[src/rtl/serial_add_ctrl_if.sv]
// Operand and result handshake bundle for serial_add_ctrl.
// The producer/consumer side uses master; the adder uses slave.
interface serial_add_ctrl_if #(
   parameter int WIDTH = 8
);
   logic             in_valid;
   logic             in_ready;
   logic [WIDTH-1:0] in_a;
   logic [WIDTH-1:0] in_b;
   logic             in_cin;
   logic             out_valid;
   logic             out_ready;
   logic [WIDTH-1:0] out_sum;
   logic             out_cout;

   modport master (
      output in_valid, in_a, in_b, in_cin, out_ready,
      input  in_ready, out_valid, out_sum, out_cout
   );

   modport slave (
      input  in_valid, in_a, in_b, in_cin, out_ready,
      output in_ready, out_valid, out_sum, out_cout
   );
endinterface

[src/rtl/serial_add_ctrl.sv]
// Serial a+b+cin adder: one 2-bit slice per cycle, LSB chunk first,
// carry recirculated through a flop; valid/ready on both sides.
module serial_add_ctrl #(
   parameter int WIDTH = 8
) (
   input  logic           clk,
   input  logic           rst_n,
   serial_add_ctrl_if.slave io,
   output logic           busy
);
   localparam int CHUNKS = WIDTH / 2;
   localparam int CW = (CHUNKS > 1) ? $clog2(CHUNKS) : 1;

   generate
      if (WIDTH < 2 || (WIDTH % 2) != 0) begin : g_bad_width
         $error("serial_add_ctrl: WIDTH must be even and >= 2");
      end
   endgenerate

   typedef enum logic [1:0] {
      IDLE,
      RUN,
      DONE
   } state_e;

   state_e           state_q, state_d;
   logic [WIDTH-1:0] a_sh_q, a_sh_d;
   logic [WIDTH-1:0] b_sh_q, b_sh_d;
   logic [WIDTH-1:0] sum_q, sum_d;
   logic             carry_q, carry_d;
   logic             cout_q, cout_d;
   logic [CW-1:0]    cnt_q, cnt_d;
   logic             in_ready_q, in_ready_d;
   logic             out_valid_q, out_valid_d;
   logic             busy_q, busy_d;

   logic [2:0]       slice;
   logic [WIDTH+1:0] sum_cat;
   logic             last;

   assign slice = {1'b0, a_sh_q[1:0]}
                + {1'b0, b_sh_q[1:0]}
                + {2'b00, carry_q};
   // New chunk enters at the MSB end; after CHUNKS steps chunk 0 sits at [1:0].
   assign sum_cat = {slice[1:0], sum_q};
   assign last = (cnt_q == CW'(CHUNKS - 1));

   always_comb begin
      state_d     = state_q;
      a_sh_d      = a_sh_q;
      b_sh_d      = b_sh_q;
      sum_d       = sum_q;
      carry_d     = carry_q;
      cout_d      = cout_q;
      cnt_d       = cnt_q;
      in_ready_d  = in_ready_q;
      out_valid_d = out_valid_q;
      busy_d      = busy_q;
      unique case (state_q)
         IDLE: begin
            if (io.in_valid) begin
               a_sh_d     = io.in_a;
               b_sh_d     = io.in_b;
               carry_d    = io.in_cin;
               cnt_d      = '0;
               state_d    = RUN;
               in_ready_d = 1'b0;
               busy_d     = 1'b1;
            end
         end
         RUN: begin
            a_sh_d  = a_sh_q >> 2;
            b_sh_d  = b_sh_q >> 2;
            sum_d   = sum_cat[WIDTH+1:2];
            carry_d = slice[2];
            cnt_d   = cnt_q + 1'b1;
            if (last) begin
               cout_d      = slice[2];
               state_d     = DONE;
               out_valid_d = 1'b1;
            end
         end
         DONE: begin
            if (io.out_ready) begin
               state_d     = IDLE;
               out_valid_d = 1'b0;
               in_ready_d  = 1'b1;
               busy_d      = 1'b0;
            end
         end
         default: begin
            state_d = IDLE;
         end
      endcase
   end

   always_ff @(posedge clk or negedge rst_n) begin
      if (!rst_n) begin
         state_q     <= IDLE;
         a_sh_q      <= '0;
         b_sh_q      <= '0;
         sum_q       <= '0;
         carry_q     <= 1'b0;
         cout_q      <= 1'b0;
         cnt_q       <= '0;
         in_ready_q  <= 1'b1;
         out_valid_q <= 1'b0;
         busy_q      <= 1'b0;
      end else begin
         state_q     <= state_d;
         a_sh_q      <= a_sh_d;
         b_sh_q      <= b_sh_d;
         sum_q       <= sum_d;
         carry_q     <= carry_d;
         cout_q      <= cout_d;
         cnt_q       <= cnt_d;
         in_ready_q  <= in_ready_d;
         out_valid_q <= out_valid_d;
         busy_q      <= busy_d;
      end
   end

   assign io.in_ready  = in_ready_q;
   assign io.out_valid = out_valid_q;
   assign io.out_sum   = sum_q;
   assign io.out_cout  = cout_q;
   assign busy         = busy_q;
endmodule

[src/flat_wrapper.sv]
// flat-port wrapper written by rule: the top's interface ports become plain ports
module serial_add_ctrl_flat 
#(
   parameter int WIDTH = 8
)
  (clk, rst_n, busy, io_in_valid, io_in_a, io_in_b, io_in_cin, io_out_ready, io_in_ready, io_out_valid, io_out_sum, io_out_cout);
  serial_add_ctrl_if #(.WIDTH(WIDTH)) io_i ();
  input  logic clk;
  input  logic rst_n;
  output logic busy;
  input wire logic [$bits(io_i.in_valid)-1:0] io_in_valid;
  input wire logic [$bits(io_i.in_a)-1:0] io_in_a;
  input wire logic [$bits(io_i.in_b)-1:0] io_in_b;
  input wire logic [$bits(io_i.in_cin)-1:0] io_in_cin;
  input wire logic [$bits(io_i.out_ready)-1:0] io_out_ready;
  output wire logic [$bits(io_i.in_ready)-1:0] io_in_ready;
  output wire logic [$bits(io_i.out_valid)-1:0] io_out_valid;
  output wire logic [$bits(io_i.out_sum)-1:0] io_out_sum;
  output wire logic [$bits(io_i.out_cout)-1:0] io_out_cout;
  assign io_i.in_valid = io_in_valid;
  assign io_i.in_a = io_in_a;
  assign io_i.in_b = io_in_b;
  assign io_i.in_cin = io_in_cin;
  assign io_i.out_ready = io_out_ready;
  assign io_in_ready = io_i.in_ready;
  assign io_out_valid = io_i.out_valid;
  assign io_out_sum = io_i.out_sum;
  assign io_out_cout = io_i.out_cout;
  serial_add_ctrl #(.WIDTH(WIDTH)) u_core (.clk(clk), .rst_n(rst_n), .io(io_i), .busy(busy));
endmodule
[config.mk]
export PLATFORM = sky130hd
export DESIGN_NAME = serial_add_ctrl_flat
export DESIGN_NICKNAME = d
export VERILOG_FILES = /design/src/rtl/serial_add_ctrl_if.sv /design/src/rtl/serial_add_ctrl.sv /design/src/flat_wrapper.sv
export SDC_FILE = /design/constraint.sdc
export NUM_CORES = 1
export LEC_CHECK = 0
export ABC_AREA = 0
export BUFFER_PORTS_ARGS = -buffer_cell sky130_fd_sc_hd__buf_4
export CELL_PAD_IN_SITES_DETAIL_PLACEMENT = 0
export CELL_PAD_IN_SITES_GLOBAL_PLACEMENT = 1
export CORE_MARGIN = 2
export CORE_UTILIZATION = 44
export CTS_CLUSTER_SIZE = 25
export DETAILED_ROUTE_END_ITERATION = 7
export PLACE_DENSITY = 0.91
export SETUP_SLACK_MARGIN = 0.15
export SLEW_MARGIN = 20
export SYNTH_ARGS = -nofsm -noshare
export SYNTH_HDL_FRONTEND = slang
export SYNTH_SLANG_ARGS = --single-unit
[constraint.sdc]
create_clock -name clk -period 2.6 [get_ports clk]
set_input_delay 0.13 -clock clk [delete_from_list [all_inputs] [get_ports clk]]
set_output_delay 0.13 -clock clk [all_outputs]
set_load 0.005 [all_outputs]
==> run_results.csv, run 1 <==
group,metric,value,unit
outcome,status,"finished clean",
layout,n_fill_cell,283,
timing,fin_ws,0.887,ns
clock_tree,cts_setup_buffers,0,
timing,worst_pin_slew,0.487,ns
synth,synth.area.top_cells,"dfrtp_1 (54%), o22ai_1 (9.2%), a21oi_1 (5.7%)",
layout,seqCellArea,827,sq um
synth,ys_ff_latch,33,
critical_path,crit_type,"reg2reg",
grt,grt_use_met2,33.2,%
critical_path,r2r-end,"u_core.b_sh_q[0]$_DFFE_PN0P_",
critical_path,crit_path_start_kind,"flop",
clock_tree,cts_tree,"done",
detailed_routing,via_per_inst,5.50,
grt,grt_max_degree,34,
critical_path,critical_path.max_fanout,17,
detailed_routing,drt_pass1_iterations,4,
timing,finalSetupTns,0,ns
clock_tree,root_buffer,"clkbuf_4",
job,drv_cap,0,
floorplan,die_w,62.2,um
detailed_routing,drc,0,
layout,drive_gt1_share,27.6,%
clock_tree,cts_buffers,5,
timing,relSlewSlack,67.5,%
grt,antenna_found_initial,0,
timing,slew_viol_final,0,
synth,synth_top_area_cell,"dfrtp_1",
grt,grt_pass1_wl,5750,um
timing,min_period,1.71,ns
power,leakage,0.826,nW
clock_tree,path_clk_slew,0.09,ns
critical_path,cp.required,2.85,ns
floorplan,coreArea,3280,sq um
timing,hold_viol,0,
grt,grt_pass1_vias,1299,
layout,nNetsFinal,198,
floorplan,start_util,45.4,%
layout,multiInputGateArea,564,sq um
detailed_routing,first_iter_violations,78,
hold_path,hold_path.class,"in2reg",
grt,grt_usage,18.9,%
grt,grt.met3_usage,6.88,%
floorplan,die_h,62.2,um
detailed_routing,vias,1209,
synth,synth_ff_type,"dfrtp_1",
critical_path,r2r_setup_slack,0.89,ns
timing,rsz0062_at_grt,"no",
clock_tree,hold_buffers,2,
clock_tree,clock_sinks,33,
timing,setup_viol,0,
synth,syn_area_per_cell,10.5,sq um
synth,synth.top_cells.by_count,"dfrtp_1 (32), o22ai_1 (22), a21oi_1 (17), o21ai_0 (17), inv_1 (10)",
grt,overflow,0,
hold_path,hp-start,"io_in_b[6]",
synth,ys_warn_count,0,
floorplan,rows,21,
clock_tree,cts_buffer_depth,2,
clock_tree,cts_resized,0,
synth,seq_area_frac_synth,55.5,%
placement,gp_congestion,0.746,
timing,fmax,0.584,GHz
grt,met1_usage,21.0,%
synth,synth_nets,166,
detailed_routing,ant_nets,0,
detailed_routing,wl_per_cell,15.2,um
hold_path,hold_depth,3,
critical_path,reg2reg_depth,4,
synth,synth-async-reset-ratio,100,%
floorplan,die-area,3870,sq um
hold_path,hold_path_end,"u_core.b_sh_q[6]$_DFFE_PN0P_",
floorplan,boundaryPins,33,
synth,synth.top_cell.area_share,53.7,%
timing,period_share,65.9,%
synth,syn-cell-area,1490,sq um
critical_path,reg2reg_from,"u_core.state_q[1]$_DFFE_PN0P_",
synth,synth_edf_count,0,
synth,syn_inst,142,
synth,ys_types,21,
clock_tree,htree_levels,2,
clock_tree,insertion_delay,0.33,ns
placement,preCtsSetupSlack,0.910,ns
grt,top_usage_layer,"met2",
critical_path,crit_path_end_kind,"flop",
timing,finalClockSkew,0.00311,ns
layout,area_growth,21.4,%
placement,hpwlAfterDp,2280,um
layout,n_antenna_cell,0,
power,vdd_drop_max,0.460,mV
critical_path,worstPathArrival,1.97,ns
power,power_density,1180,nW/um^2
synth,post-synth-top-count-cell,"dfrtp_1",
placement,port_buffers,32,
detailed_routing,totalWireLength,3340,um
power by group:
group          internal, W  leakage [nW]  switching [W]
clock network     0.000128        0.0314       0.000162
registers         0.000752         0.393       0.000211
logic             0.000446         0.402       0.000435
total              0.00133         0.826       0.000808
area by class of cell:
cell class	instances	share of cell area, %
clock buffers	7	3.04
flip-flops and latches	33	45.7
well taps	46	3.18
inverters	10	2.07
multi-input cells	89	31.2
repair buffers	35	14.8
layout by cell type, fill, tap and decap left out:
cell / count
inv_1: 10
dfstp_2: 1
o21ai_0: 17
clkbuf_1: 1
nor2b_1: 1
nor2_1: 5
dlygate4sd3_1: 2
mux2_2: 5
buf_4: 33
mux2_4: 1
clkbuf_4: 5
nand3b_1: 3
nand2b_1: 4
ha_1: 1
o31ai_1: 1
a21oi_1: 17
dfrtp_1: 32
o221a_2: 2
nand2_1: 8
fa_1: 2
o22ai_1: 22
clkbuf_8: 1
routing by layer:
layer | part of all wire [%] | vias to the layer above
li1 | - | 575
met1 | 42 | 590
met2 | 50 | 38
met3 | 6.1 | 6
met4 | 1.5 | 0
met5 | 0 | -
worst max-delay path by stage:
stage	from	to	slack [ns]	depth (start not counted)
4_1_cts	u_core.state_q[1]$_DFFE_PN0P_	u_core.b_sh_q[0]$_DFFE_PN0P_	0.89	4
6_report	u_core.state_q[1]$_DFFE_PN0P_	u_core.b_sh_q[0]$_DFFE_PN0P_	0.89	4
3_5_place_dp	u_core.state_q[1]$_DFFE_PN0P_	u_core.b_sh_q[0]$_DFFE_PN0P_	0.91	4
3_3_place_gp	u_core.state_q[1]$_DFFE_PN0P_	u_core.b_sh_q[1]$_DFFE_PN0P_	0.97	3
5_1_grt	u_core.state_q[1]$_DFFE_PN0P_	u_core.b_sh_q[5]$_DFFE_PN0P_	0.72	4
2_1_floorplan	u_core.carry_q$_DFFE_PN0P_	u_core.io.out_sum[7]$_DFFE_PN0P_	1.12	4
critical path: stages, from the launching register on:
cell	delay, ns
dfrtp_1	0.65
nand2b_1	0.43
buf_4	0.30
o22ai_1	0.11
a21oi_1	0.15
sequential cells by signal, summed over array words and instances (netlist names):
name                 flops
u_core.a_sh_q            8
u_core.io.in_ready       1
u_core.carry_q           1
u_core.b_sh_q            8
u_core.io.out_sum        8
u_core.io.out_valid      1
u_core.busy              1
u_core.cnt_q             2
u_core.io.out_cout       1
u_core.state_q           2
logic make-up (layout without fill, tap and decap cells):
group | Yosys count | count (layout) | synth area share [%]
buffers and inverters | 20 | 52 | 6.63
DFF | 33 | 33 | 55.5
adders and majority gates | 3 | 3 | 3.53
and+or+nand+nor | 21 | 21 | 6.89
AOI/OAI and AO/OA | 59 | 59 | 22.7
muxes | 6 | 6 | 4.79
metrics by stage:
step,cell area (sq um),std cells,hold slack (ns),power (W),util (%)
6_report,1810,220,0.0369,0.00213,55.1
5_1_grt,1810,220,0.0408,0.00231,55.1
4_1_cts,1810,220,0.0311,0.00215,55.1
3_5_place_dp,1730,211,0.0971,0.00186,52.8
3_3_place_gp,1730,211,0.0838,0.00179,52.8
2_1_floorplan,1490,142,-0.166,0.00157,-
No activity file was read; power rests on OpenSTA's default activity.
==> inputs of run 2 (changes only) <==
ABC_AREA = 1   (was 0)
CORE_UTILIZATION = 39   (was 44)
PLACE_DENSITY = 0.86   (was 0.91)
clock period = 1.6 ns   (was 2.6 ns; I/O delays follow)
==> run_results.csv, run 2 <==
group,metric,value,unit
placement,preCtsSetupSlack,0.143,ns
hold_path,hold_path.class,"in2reg",
critical_path,crit_chain,"inv_2 > fa_2 > fa_2 > o21ai_2",
timing,worst_pin_slew,0.418,ns
layout,most-common-layout-cells,"nand2_1 (63), buf_4 (40), inv_1 (33)",
layout,layout_commonest_cell,"nand2_1",
layout,n_antenna_cell,0,
synth,seq_area_frac_synth,52.8,%
synth,synth_edf_count,0,
synth,synth.top_cell.area_share,51.1,%
detailed_routing,drt_pass1_iterations,4,
layout,nNetsFinal,262,
timing,finalClockSkew,0.00697,ns
floorplan,die-area,4540,sq um
grt,grt_pass1_vias,1253,
grt,overflow,0,
synth,ys_ff_latch,33,
critical_path,crit_slowest_cell,"fa_2",
timing,relSlewSlack,72.1,%
timing,finalSetupTns,0,ns
critical_path,crit_path_start_kind,"flop",
floorplan,rows,23,
critical_path,reg2reg_depth,4,
detailed_routing,ant_nets,0,
hold_path,hold_depth,3,
detailed_routing,via_per_inst,4.52,
grt,grt_max_degree,34,
synth,synth-compound-area-share,4.63,%
floorplan,die_w,67.4,um
hold_path,hold_path_end,"u_core.b_sh_q[6]$_DFFE_PN0P_",
synth,synth_top_area_cell,"dfrtp_1",
power,p_sw,0.00154,W
clock_tree,clock_sinks,33,
timing,setup_viol,0,
power,p_sw_share,39.7,%
grt,antenna_found_initial,0,
synth,syn_area_per_cell,8.08,sq um
timing,hold_viol,0,
power,leakage,1.13,nW
floorplan,coreArea,3940,sq um
timing,fin_ws,0.102,ns
synth,synth_nets,218,
power,pwr-share-seq,38.3,%
critical_path,worstPathArrival,1.66,ns
floorplan,boundaryPins,33,
synth,synth_top_family_by_area,"simple AND/OR/NAND/NOR gates",
clock_tree,insertion_delay,0.28,ns
clock_tree,cts_buffer_depth,2,
grt,grt_usage,16.6,%
placement,hpwlAfterDp,2080,um
synth,synth_adder_area_share,3.35,%
timing,min_period,1.50,ns
detailed_routing,drc,0,
hold_path,hp-start,"io_in_b[6]",
layout,n_fill_cell,380,
timing,rsz0062_at_grt,"yes",
critical_path,crit_type,"reg2reg",
floorplan,start_util,39.8,%
critical_path,crit_path_end_kind,"flop",
critical_path,r2r_setup_slack,0.10,ns
clock_tree,htree_levels,2,
critical_path,crit_top_cell,"fa_2",
clock_tree,path_clk_slew,0.07,ns
clock_tree,cts_buffers,5,
synth,synth_ff_type,"dfrtp_1",
layout,final_util,51.4,%
synth,synthMuxAreaShare,0,%
synth,ys_warn_count,0,
synth,post-synth-top-count-cell,"nand2_1",
synth,ys_types,19,
synth,synth-simple-area-share,27.5,%
synth,synth-xor-area-share,0,%
grt,grt_pass1_wl,5500,um
synth,synth.area.top_cells,"dfrtp_1 (51%), nand2_1 (15%), nand3_1 (8.9%)",
job,drv_cap,0,
synth,synth.top_cells.by_count,"nand2_1 (63), inv_1 (35), dfrtp_1 (32)",
timing,slew_viol_final,0,
outcome,status,"finished clean",
critical_path,critPathMaxStageDelay,0.53,ns
detailed_routing,first_iter_violations,110,
clock_tree,cts_tree,"done",
critical_path,critical_path.max_fanout,2,
timing,fmax,0.668,GHz
layout,area_growth,29.3,%
detailed_routing,wl_per_cell,10.8,um
critical_path,cp.required,1.77,ns
timing,period_share,93.6,%
power,vdd_drop_max,0.741,mV
power,power_density,1920,nW/um^2
detailed_routing,vias,1306,
synth,synth-async-reset-ratio,100,%
placement,gp_congestion,0.724,
layout,drive_gt1_share,24.3,%
detailed_routing,totalWireLength,3110,um
clock_tree,root_buffer,"clkbuf_8",
critical_path,r2r-end,"u_core.io.out_sum[7]$_DFFE_PN0P_",
synth,syn_inst,194,
floorplan,die_h,67.4,um
power,internal-power,0.00234,W
power,clock_power_share,15.3,%
critical_path,reg2reg_from,"u_core.carry_q$_DFFE_PN0P_",
placement,port_buffers,32,
power,p_comb_share,46.4,%
synth,syn-cell-area,1570,sq um
run 2: final cells by class:
| type | count | area, sq um | share of cell area (%) |
|---|---|---|---|
| clock inverters | 2 | 10.0 | 0.494 |
| multi-input cells | 117 | 569 | 28.1 |
| clock buffers | 6 | 72.6 | 3.58 |
| repair buffers | 45 | 350 | 17.3 |
| flip-flops and latches | 33 | 827 | 40.8 |
| well taps | 50 | 62.6 | 3.09 |
| inverters | 36 | 135 | 6.67 |
run 2: stage by stage:
step	hold WS, ns	power, W	cells	instance area (sq um)
after floorplan	-0.216	0.00265	194	1570
after global placement	0.0478	0.00316	274	1870
after detailed placement	0.0487	0.00321	274	1870
after CTS	0.000997	0.00385	287	2000
after global routing	0.0228	0.00433	289	2030
final	0.00756	0.00389	289	2030
run 2: power groups by stage:
stage	Clock, W	Combinational [W]	Sequential [W]
final	0.000595	0.00180	0.00149
after global placement	0	0.00168	0.00148
after detailed placement	0	0.00171	0.00150
after floorplan	0	0.00122	0.00143
after global routing	0.000656	0.00213	0.00154
after CTS	0.000619	0.00174	0.00149
run 2: worst max-delay path, delay by kind of cell (launching register included):
| family | cells | cell delay (ns) |
|---|---|---|
| AOI/OAI and AO/OA | 1 | 0.06 |
| adders and majority gates | 2 | 0.91 |
| DFF | 1 | 0.37 |
| buffers and inverters | 1 | 0.05 |
run 2: logic make-up after synthesis:
family,after synthesis
and+or+nand+nor,100
buffers and inverters,44
DFF,33
AOI/OAI and AO/OA,14
adders and majority gates,3
run 2: repair_timing:
action / in CTS / in global routing
buffers inserted: 0 / 2
pin swaps: 1 / 1
endpoints found under the hold margin: 36 / 0
resized for setup: 2 / 4
gates cloned: 0 / 0
setup endpoints to repair: 2 / 14
hold buffers: 5 / 0
run 2: worst max path at each step:
stage	startpoint	to	slack [ns]	depth (start not counted)
2_1_floorplan	u_core.carry_q$_DFFE_PN0P_	u_core.io.out_sum[7]$_DFFE_PN0P_	0.19	4
3_3_place_gp	u_core.carry_q$_DFFE_PN0P_	u_core.carry_q$_DFFE_PN0P_	0.17	6
3_5_place_dp	u_core.carry_q$_DFFE_PN0P_	u_core.io.out_sum[7]$_DFFE_PN0P_	0.14	4
4_1_cts	u_core.a_sh_q[0]$_DFFE_PN0P_	u_core.carry_q$_DFFE_PN0P_	0.15	6
5_1_grt	u_core.carry_q$_DFFE_PN0P_	u_core.io.out_sum[7]$_DFFE_PN0P_	0.07	4
6_report	u_core.carry_q$_DFFE_PN0P_	u_core.io.out_sum[7]$_DFFE_PN0P_	0.10	4
run 2: metal layers:
layer	vias to the layer above	track usage [%]	routed length, um
met5	-	0	0
met4	0	7.65	17
met3	2	4.00	144
met2	31	25.7	1450
met1	601	21.9	1500
li1	672	-	-
==> inputs of run 3 (changes only) <==
ABC_AREA = default   (was 1)
CORE_UTILIZATION = 40   (was 39)
PLACE_DENSITY = 0.85   (was 0.86)
==> run_results.csv, run 3 (synthesis gave the netlist of run 1 again) <==
group,metric,value,unit
grt,antenna_found_initial,0,
clock_tree,htree_levels,2,
timing,rsz0062_at_grt,"yes",
layout,n_antenna_cell,0,
layout,design_area,1910,sq um
power,total_power,0.00378,W
floorplan,start_util,41.0,%
layout,area_growth,28.0,%
clock_tree,path_clk_slew,0.07,ns
detailed_routing,drt_pass1_iterations,4,
layout,nNetsFinal,204,
power,power_density,1980,nW/um^2
critical_path,crit_path_end_kind,"flop",
timing,min_period,1.50,ns
critical_path,reg2reg_from,"u_core.a_sh_q[0]$_DFFE_PN0P_",
detailed_routing,totalWireLength,3190,um
clock_tree,cts_buffer_depth,2,
grt,grt_pass1_vias,1148,
critical_path,crit_family,"adder cells",
hold_path,hp-start,"io_in_a[7]",
floorplan,rows,22,
detailed_routing,drc,0,
placement,preCtsSetupSlack,0.0992,ns
grt,met1_usage,21.6,%
clock_tree,root_buffer,"clkbuf_8",
timing,finalClockSkew,0.00421,ns
grt,grt_pass1_wl,5310,um
critical_path,cp.required,1.77,ns
critical_path,r2r_setup_slack,0.1,ns
timing,hold_viol,0,
hold_path,hold_path.class,"in2reg",
power,internal-power,0.00243,W
layout,layout_commonest_cell,"buf_4",
power,p_sw,0.00135,W
power,leakage,0.872,nW
critical_path,reg2reg_depth,4,
power,pwr-share-seq,39.3,%
power,p_sw_share,35.8,%
placement,port_buffers,32,
timing,worst_pin_slew,0.478,ns
grt,grt_use_met2,27.4,%
clock_tree,insertion_delay,0.28,ns
timing,slew_viol_final,0,
floorplan,coreArea,3630,sq um
detailed_routing,wl_per_cell,13.9,um
detailed_routing,via_per_inst,5.35,
outcome,status,"finished clean",
clock_tree,cts_tree,"done",
grt,grt_usage,16.7,%
layout,drive_gt1_share,33.7,%
power,p_comb_share,42.5,%
critical_path,crit_slowest_cell,"fa_2",
critical_path,worstPathArrival,1.67,ns
floorplan,die-area,4230,sq um
critical_path,r2r-end,"u_core.io.out_sum[7]$_DFFE_PN0P_",
job,drv_cap,0,
layout,final_util,52.5,%
timing,fmax,0.665,GHz
placement,dpl_cell_area,1760,sq um
hold_path,hold_path_end,"u_core.a_sh_q[7]$_DFFE_PN0P_",
floorplan,die_w,65.0,um
floorplan,boundaryPins,33,
hold_path,hold_depth,3,
clock_tree,cts_buffers,5,
timing,relSlewSlack,68.2,%
critical_path,crit_buf_inv,1,
placement,hpwlAfterDp,2140,um
critical_path,critical_path.max_fanout,2,
timing,period_share,93.9,%
timing,finalSetupTns,0,ns
timing,setup_viol,0,
critical_path,critPathMaxStageDelay,0.53,ns
power,clock_power_share,18.3,%
floorplan,die_h,65.0,um
grt,grt_max_degree,34,
layout,most-common-layout-cells,"buf_4 (39), dfrtp_1 (32), o22ai_1 (22)",
grt,overflow,0,
critical_path,crit_type,"reg2reg",
critical_path,crit_chain,"inv_2 > fa_2 > fa_2 > o21ai_1",
clock_tree,clock_sinks,33,
detailed_routing,ant_nets,0,
grt,grt.met3_usage,4.17,%
critical_path,crit_path_start_kind,"flop",
detailed_routing,vias,1226,
power,vdd_drop_max,0.757,mV
critical_path,crit_top_cell,"fa_2",
grt,top_usage_layer,"met2",
placement,gp_congestion,0.771,
detailed_routing,first_iter_violations,39,
timing,fin_ws,0.0972,ns
run 3: cell types whose count changed in the layout (fill, tap and decap cells not counted), moves of 5 or more:
| cell | before | now |
|---|---|---|
| a21oi_1 | 1 | 17 |
| inv_1 | 33 | 7 |
| mux2_2 | 0 | 5 |
| nand2_1 | 63 | 8 |
| nand3_1 | 28 | 0 |
| o22ai_1 | 0 | 22 |
run 3: timing repair:
action                                  4_1_cts  5_1_grt
hold endpoints to repair                     33        0
resized for setup                             1        5
pin swaps                                     0        3
endpoints found under the setup margin        3        3
hold buffers                                  2        0
buffers inserted                              2        1
run 3: power by group through the flow:
| stage | registers (W) | logic (W) | clock network (W) |
|---|---|---|---|
| 2_1_floorplan | 0.00145 | 0.00110 | 0 |
| 3_3_place_gp | 0.00147 | 0.00147 | 0 |
| 3_5_place_dp | 0.00150 | 0.00153 | 0 |
| 4_1_cts | 0.00148 | 0.00157 | 0.000697 |
| 5_1_grt | 0.00153 | 0.00181 | 0.000749 |
| 6_report | 0.00148 | 0.00160 | 0.000690 |
run 3: how the worst max path moves through the flow:
| stage | start | endpoint | slack (ns) | cells past startpoint |
|---|---|---|---|---|
| 3_3_place_gp | u_core.carry_q$_DFFE_PN0P_ | u_core.carry_q$_DFFE_PN0P_ | 0.13 | 6 |
| 5_1_grt | u_core.a_sh_q[0]$_DFFE_PN0P_ | u_core.io.out_sum[7]$_DFFE_PN0P_ | 0.06 | 4 |
| 4_1_cts | u_core.carry_q$_DFFE_PN0P_ | u_core.carry_q$_DFFE_PN0P_ | 0.12 | 6 |
| 6_report | u_core.a_sh_q[0]$_DFFE_PN0P_ | u_core.io.out_sum[7]$_DFFE_PN0P_ | 0.1 | 4 |
| 3_5_place_dp | u_core.carry_q$_DFFE_PN0P_ | u_core.carry_q$_DFFE_PN0P_ | 0.1 | 6 |
| 2_1_floorplan | u_core.carry_q$_DFFE_PN0P_ | u_core.io.out_sum[7]$_DFFE_PN0P_ | 0.16 | 4 |
run 3: worst min-delay path, delay by kind of cell:
family	cells	cell delay (ns)
buf+inv	1	0.11
compound gates	1	0.06
simple gates	1	0.04
run 3: area by class of cell:
cell class	instances	area (sq um)
fill	358	1730
sequential	33	827
multi-input combinational	89	569
timing repair buffer	41	313
clock buffer	7	96.3
tap	48	60.1
inverter	10	37.5
clock inverter	1	5.00
run 3: stage by stage:
step                      std cells  hold WS [ns]
after floorplan                 142        -0.216
after global placement          216        0.0400
after detailed placement        216        0.0404
after CTS                       228        0.0421
after global routing            229        0.0676
final                           229        0.0447
run 3: layer usage:
layer	routed length (um)	up-vias
met5	0	-
met4	38	0
met3	172	5
met2	1560	35
met1	1420	599
li1	-	587
